<file path="src/rtl/riscv_uop_pkg.sv">
// Decoded-uop types shared by the issue stage, its scoreboard and the ALU-side interface.
package riscv_uop_pkg;

  localparam int REG_W = 5;
  localparam int XLEN  = 32;

  typedef logic [REG_W-1:0] reg_idx_t;

  typedef enum logic [3:0] {
    ALU_ADD  = 4'd0,
    ALU_SUB  = 4'd1,
    ALU_AND  = 4'd2,
    ALU_OR   = 4'd3,
    ALU_XOR  = 4'd4,
    ALU_SLL  = 4'd5,
    ALU_SRL  = 4'd6,
    ALU_SRA  = 4'd7,
    ALU_SLT  = 4'd8,
    ALU_SLTU = 4'd9
  } alu_op_t;

  typedef struct packed {
    reg_idx_t        rs1;
    reg_idx_t        rs2;
    reg_idx_t        rd;
    logic            rd_we;
    logic            use_imm;
    logic [XLEN-1:0] imm;
    logic            use_pc;
    logic [XLEN-1:0] pc;
    alu_op_t         alu_op;
  } uop_t;

endpackage

</file>
<file path="src/rtl/alu_issue_if.sv">
// Registered issue bus from the issue stage into the ALU stage.
interface alu_issue_if;
  import riscv_uop_pkg::*;

  logic            m_valid;
  uop_t            m_uop;
  logic [XLEN-1:0] m_op1;
  logic [XLEN-1:0] m_op2;

  modport issue (output m_valid, m_uop, m_op1, m_op2);
  modport alu   (input  m_valid, m_uop, m_op1, m_op2);
endinterface

</file>
<file path="src/rtl/issue_scoreboard.sv">
// Pending-destination scoreboard: one busy bit per architectural register, x0 never busy.
module issue_scoreboard
  import riscv_uop_pkg::*;
#(
  parameter int NREGS = 32
) (
  input  logic             clk,
  input  logic             rst,
  input  logic             flush,
  input  logic             set_valid,
  input  reg_idx_t         set_rd,
  input  logic             clr_valid,
  input  reg_idx_t         clr_rd,
  output logic [NREGS-1:0] busy
);

  logic [NREGS-1:0] sb_q;
  logic [NREGS-1:0] sb_d;

  // Clear is applied first so an issue and a writeback to the same rd leave it busy.
  always_comb begin
    // NOTE: sb_d takes a full default before the conditional updates, so no latch can form.
    sb_d = sb_q;
    if (clr_valid) sb_d[clr_rd] = 1'b0;
    if (set_valid && (set_rd != '0)) sb_d[set_rd] = 1'b1;
  end

  // NOTE: state registers use non-blocking assignments so every flop samples pre-edge values.
  always_ff @(posedge clk or posedge rst) begin
    if (rst)        sb_q <= '0;
    else if (flush) sb_q <= '0;
    else            sb_q <= sb_d;
  end

  assign busy = sb_q;

endmodule

</file>
<file path="src/rtl/alu_issue_stage.sv">
// In-order issue stage: uop FIFO, scoreboard hazard check, operand read with writeback
// bypass, and a registered single-uop issue slot toward the ALU.
module alu_issue_stage
  import riscv_uop_pkg::*;
#(
  parameter int DEPTH = 4,
  parameter int NREGS = 32
) (
  input  logic            clk,
  input  logic            rst,
  input  logic            i_dec_valid,
  input  uop_t            i_dec_uop,
  output logic            o_dec_ready,
  output reg_idx_t        o_rf_raddr1,
  output reg_idx_t        o_rf_raddr2,
  input  logic [XLEN-1:0] i_rf_rdata1,
  input  logic [XLEN-1:0] i_rf_rdata2,
  input  logic            i_wb_valid,
  input  reg_idx_t        i_wb_rd,
  input  logic [XLEN-1:0] i_wb_data,
  input  logic            i_stall,
  input  logic            i_flush,
  alu_issue_if.issue      issue_if
);

  localparam int PTR_W = $clog2(DEPTH);
  localparam int CNT_W = PTR_W + 1;

  uop_t             mem [DEPTH];
  logic [PTR_W-1:0] wr_ptr;
  logic [PTR_W-1:0] rd_ptr;
  logic [CNT_W-1:0] count;

  uop_t             head;
  logic             head_valid;
  logic             push;
  logic             pop;
  logic             head_ok;
  logic [NREGS-1:0] busy;
  logic             wb_hit1;
  logic             wb_hit2;
  logic             wb_hit_rd;
  logic             raw1;
  logic             raw2;
  logic             waw;
  logic [XLEN-1:0]  rs1_val;
  logic [XLEN-1:0]  rs2_val;
  logic [XLEN-1:0]  op1;
  logic [XLEN-1:0]  op2;

  // Ready depends only on the count: a full queue never accepts, even while popping.
  assign o_dec_ready = (count != CNT_W'(DEPTH));
  assign head_valid  = (count != '0);
  assign head        = mem[rd_ptr];
  assign o_rf_raddr1 = head_valid ? head.rs1 : '0;
  assign o_rf_raddr2 = head_valid ? head.rs2 : '0;

  assign push = i_dec_valid && o_dec_ready && !i_flush;
  assign pop  = head_ok && !i_stall;

  always_comb begin
    wb_hit1   = i_wb_valid && (i_wb_rd == head.rs1);
    wb_hit2   = i_wb_valid && (i_wb_rd == head.rs2);
    wb_hit_rd = i_wb_valid && (i_wb_rd == head.rd);

    // A writeback landing this cycle resolves the hazard it would otherwise cause.
    raw1 = !head.use_pc  && (head.rs1 != '0) && busy[head.rs1] && !wb_hit1;
    raw2 = !head.use_imm && (head.rs2 != '0) && busy[head.rs2] && !wb_hit2;
    waw  = head.rd_we    && (head.rd  != '0) && busy[head.rd]  && !wb_hit_rd;

    head_ok = head_valid && !raw1 && !raw2 && !waw;

    if (head.rs1 == '0) rs1_val = '0;
    else if (wb_hit1)   rs1_val = i_wb_data;
    else                rs1_val = i_rf_rdata1;

    if (head.rs2 == '0) rs2_val = '0;
    else if (wb_hit2)   rs2_val = i_wb_data;
    else                rs2_val = i_rf_rdata2;

    op1 = head.use_pc  ? head.pc  : rs1_val;
    op2 = head.use_imm ? head.imm : rs2_val;
  end

  // NOTE: the queue storage has no reset; an entry is only read after a push has written it.
  always_ff @(posedge clk) begin
    if (push) mem[wr_ptr] <= i_dec_uop;
  end

  always_ff @(posedge clk or posedge rst) begin
    if (rst) begin
      wr_ptr <= '0;
      rd_ptr <= '0;
      count  <= '0;
    end else if (i_flush) begin
      wr_ptr <= '0;
      rd_ptr <= '0;
      count  <= '0;
    end else begin
      if (push) wr_ptr <= wr_ptr + PTR_W'(1);
      if (pop)  rd_ptr <= rd_ptr + PTR_W'(1);
      case ({push, pop})
        2'b10:   count <= count + CNT_W'(1);
        2'b01:   count <= count - CNT_W'(1);
        default: count <= count;
      endcase
    end
  end

  // Issue slot: a bubble only drops m_valid, the payload holds its last issued value.
  always_ff @(posedge clk or posedge rst) begin
    if (rst) begin
      issue_if.m_valid <= 1'b0;
      issue_if.m_uop   <= '0;
      issue_if.m_op1   <= '0;
      issue_if.m_op2   <= '0;
    end else if (i_flush) begin
      issue_if.m_valid <= 1'b0;
    end else if (!i_stall) begin
      issue_if.m_valid <= head_ok;
      if (head_ok) begin
        issue_if.m_uop <= head;
        issue_if.m_op1 <= op1;
        issue_if.m_op2 <= op2;
      end
    end
  end

  issue_scoreboard #(
    .NREGS (NREGS)
  ) u_sb (
    .clk       (clk),
    .rst       (rst),
    .flush     (i_flush),
    .set_valid (pop && head.rd_we),
    .set_rd    (head.rd),
    .clr_valid (i_wb_valid),
    .clr_rd    (i_wb_rd),
    .busy      (busy)
  );

endmodule

</file>
<file path="src/flat_wrapper.sv">
// flat-port wrapper written by rule: the top's interface ports become plain ports
module alu_issue_stage_flat import riscv_uop_pkg::*;
#(
  parameter int DEPTH = 4,
  parameter int NREGS = 32
)
  (clk, rst, i_dec_valid, i_dec_uop, o_dec_ready, o_rf_raddr1, o_rf_raddr2, i_rf_rdata1, i_rf_rdata2, i_wb_valid, i_wb_rd, i_wb_data, i_stall, i_flush, issue_if_m_valid, issue_if_m_uop, issue_if_m_op1, issue_if_m_op2);
  alu_issue_if issue_if_i ();
  input  logic clk;
  input  logic rst;
  input  logic i_dec_valid;
  input  uop_t i_dec_uop;
  output logic o_dec_ready;
  output reg_idx_t o_rf_raddr1;
  output reg_idx_t o_rf_raddr2;
  input  logic [XLEN-1:0] i_rf_rdata1;
  input  logic [XLEN-1:0] i_rf_rdata2;
  input  logic i_wb_valid;
  input  reg_idx_t i_wb_rd;
  input  logic [XLEN-1:0] i_wb_data;
  input  logic i_stall;
  input  logic i_flush;
  output wire logic [$bits(issue_if_i.m_valid)-1:0] issue_if_m_valid;
  output wire logic [$bits(issue_if_i.m_uop)-1:0] issue_if_m_uop;
  output wire logic [$bits(issue_if_i.m_op1)-1:0] issue_if_m_op1;
  output wire logic [$bits(issue_if_i.m_op2)-1:0] issue_if_m_op2;
  assign issue_if_m_valid = issue_if_i.m_valid;
  assign issue_if_m_uop = issue_if_i.m_uop;
  assign issue_if_m_op1 = issue_if_i.m_op1;
  assign issue_if_m_op2 = issue_if_i.m_op2;
  alu_issue_stage #(.DEPTH(DEPTH), .NREGS(NREGS)) u_core (.clk(clk), .rst(rst), .i_dec_valid(i_dec_valid), .i_dec_uop(i_dec_uop), .o_dec_ready(o_dec_ready), .o_rf_raddr1(o_rf_raddr1), .o_rf_raddr2(o_rf_raddr2), .i_rf_rdata1(i_rf_rdata1), .i_rf_rdata2(i_rf_rdata2), .i_wb_valid(i_wb_valid), .i_wb_rd(i_wb_rd), .i_wb_data(i_wb_data), .i_stall(i_stall), .i_flush(i_flush), .issue_if(issue_if_i));
endmodule
</file>
<file path="config.mk">
export PLATFORM = sky130hd
export DESIGN_NAME = alu_issue_stage_flat
export DESIGN_NICKNAME = d
export VERILOG_FILES = /design/src/rtl/riscv_uop_pkg.sv /design/src/rtl/alu_issue_if.sv /design/src/rtl/issue_scoreboard.sv /design/src/rtl/alu_issue_stage.sv /design/src/flat_wrapper.sv
export SDC_FILE = /design/constraint.sdc
export NUM_CORES = 1
export LEC_CHECK = 0
export ABC_AREA = 1
export ABC_CLOCK_PERIOD_IN_PS = 17900
export CAP_MARGIN = 20
export CORE_MARGIN = 3
export CORE_UTILIZATION = 50
export DETAILED_ROUTE_END_ITERATION = 12
export PLACE_DENSITY = 0.75
export SYNTH_ARGS = -nofsm -noshare
export SYNTH_HDL_FRONTEND = slang
export SYNTH_SLANG_ARGS = --single-unit
</file>
<file path="constraint.sdc">
create_clock -name clk -period 17.9 [get_ports clk]
set_input_delay 2.685 -clock clk [delete_from_list [all_inputs] [get_ports clk]]
set_output_delay 2.685 -clock clk [all_outputs]
set_load 0.01 [all_outputs]
</file>
==> reports/metrics.cfg <==
[cells_and_area]
regArea_sq_um=15100
area_growth_pct=25.3
drive_gt1_frac=0.0608
fill_cells=3592
nNetsFinal=2802
multi_input_comb_area_sq_um=7120
fin_area_sq_um=29100

[worst_setup_path]
critPathCaptureType=flop
cp_slowest_stage_delay_ps=920
r2r_slack_ps=11550
startpoint_type=primary input
required_ps=18410
reg2reg_depth=15
worstPathMaxFanout=106
crit_chain=clkdlybuf4s50_1 > clkinv_1 > xor2_1 > a21oi_1 > nand3_1 > buf_4 > nand2_1 > inv_2 > a21oi_2 > nand3_4 > buf_4 > nand2_1 > o21ai_1
path_buf_inv=5
crit_path_top_delay_cell=buf_4
crit_arrival_ps=6990
critPathTopFamily=buffers and inverters
worstSetupPathType=in -> reg
cp.depth=13

[detailed_routing]
num_vias=18900
drt-initial-drc-count=1993
wire_per_inst_microns=23.0
drtAntennaViolNets=0
dr.pass1.iters=6
wl_microns=74700
vias_per_cell=5.79
drc=0

[synthesis]
synthTopCellsByCount=nand2_1 (615), edfxtp_1 (344), o21ai_0 (205), dfrtp_1 (190), nor2_1 (179)
ys.warnings.count=0
netlist_instances=2306
avgSynthCellArea_sq_um=10.1
synthTopCellsByArea=edfxtp_1 (44%), dfrtp_1 (20%), nand2_1 (9.9%)
synth_edf_count=344
synth_seq_cells=534
synth_top_area_share=0.444
synth.distinct_cells=36
yosys.area.top_type=edfxtp_1
syn-num-nets=2504
ys_seq_area_frac=0.649
ys.flop_type=edfxtp_1
synth-async-reset-ratio=0.356
synth.most_common_cell=nand2_1
synth_area_sq_um=23300

[power_and_ir_drop]
cellLeakagePower_nw=11.7
max-vdd-ir-drop_mv=0.0970
powerDensity_nw_per_um2=129

[global_route]
top_usage_layer=met2
grt_max_degree=127
grt_pass1_vias=18700
grt_usage=0.298
use_met3=0.0714
gr-usage-met2=0.486
antenna_found_initial=15
grt_first_pass_wirelength_microns=113000
grt_overflow=0
met1_usage=0.398

[sta]
period_share=0.362
setup_violations=0
max_freq_ghz=0.154
fin_skew_ps=18.3
finalCriticalPeriod_ps=6480
max_slew_margin=0.289
rsz0062_at_grt=no
slew_viol_final=0
setup_tns_ps=0
fin_ws_ps=11420
tightest_slew_ps=1060
report.final.hold_viol_count=0

[die]
initial_core_util=0.509
rows=78
die_w_microns=222
die-area_sq_um=49100
die_y_microns=222
coreArea_sq_um=45700
io_pins=355

[min_path]
hold_path_class=reg -> reg
whs_path_depth=2

[clock_tree]
clkSinkCount=534
ctsResizeCount=0
tritoncts=done
cts-root-buf=clkbuf_16
cts_buffers=53
postCtsHoldBufs=0
clock_path_buffers=3
htreeDepth=2
cts_setup_buffers=0
clk_latency_ps=610
path_clk_slew_ps=60

[placement]
gp_congestion=0.958
dp_slack_ps=10930
port_buffers=354
dpl-instance-area_sq_um=27100
dp_hpwl_microns=49100

[run_status]
outcome=completed

[run]
maxCapViolations=0

[registers in the layout (all words and copies together), names as in the netlist]
name / count
u_core.count: 3
u_core.rd_ptr: 2
u_core.issue_if.m_valid: 1
u_core.issue_if.m_uop: 86
u_core.issue_if.m_op1: 32
u_core.mem: 344
u_core.issue_if.m_op2: 32
u_core.u_sb.busy: 32
u_core.wr_ptr: 2
[metal layers]
metal	share of wire	up-vias
li1	-	8568
met1	0.40	9188
met2	0.48	902
met3	0.089	179
met4	0.033	20
met5	0.0019	-
[final cells by class]
cell class                      count  area share
Sequential cell                   534       0.518
Multi-Input combinational cell   1516       0.244
Timing Repair Buffer              378       0.129
Clock buffer                       62      0.0484
Tap cell                          600      0.0258
Clock inverter                     38      0.0182
Inverter                          121      0.0160
Antenna cell                        6    0.000515
[final timing paths]
check	start	end
max in group asynchronous	rst	u_core.rd_ptr[0]
max	i_wb_rd[4]	u_core.issue_if.m_uop[42]
min reg2reg	u_core.issue_if.m_op1[27]	u_core.issue_if.m_op1[27]
max reg2reg	u_core.rd_ptr[0]	u_core.issue_if.m_uop[42]
min	u_core.issue_if.m_op1[27]	u_core.issue_if.m_op1[27]
min in group asynchronous	rst	u_core.u_sb.busy[25]
[cells in the final DEF (no fill, tap or decap), types with 6 or more instances in the layout]
cell type        count
nor3_1              21
o21ai_1            127
clkbuf_16           54
nor2_1             175
clkdlybuf4s50_1    353
a21boi_0             6
dfrtp_1            188
o22ai_1             69
inv_1              104
buf_4               22
nand2_2              8
o21ai_0            205
diode_2              6
bufinv_16           12
clkinv_2            15
nand3b_1            14
nand3_2              6
a211oi_1            12
nand3_1            131
a21oi_1             75
inv_2               13
nand2_1            615
a32o_1              27
edfxtp_1           344
[cell families (layout without fill, tap and decap cells)]
logic type,after synthesis,in the layout,share of synthesized area
and+or+nand+nor,978,978,0.172
DFF,534,534,0.649
AOI/OAI and AO/OA,529,529,0.128
buffers and inverters,256,599,0.0471
adders and majority gates,5,5,0.00301
xor gates and xnor gates,4,4,0.00151
other,0,6,0
[through the flow]
step                hold slack, ps   util  total power, mW  instances
CTS                            479  0.636             3.78       3247
finish                         475  0.638             3.77       3255
detailed placement             460  0.594             2.54       3147
global placement               458  0.594             2.52       3147
floorplan                      509      -             2.01       2306
global route                   491  0.638             3.92       3252
[worst min-delay path, delay by kind of cell, from the launching register on]
| kind | cells | cell delay, ps |
|---|---|---|
| DFF | 1 | 340 |
| and+or+nand+nor | 2 | 100 |
[where the power goes]
part           switching [mW]  internal, mW
sequential              0.126          1.50
clock                   0.491         0.743
combinational           0.472         0.436
(Power assumes the default switching activity.)
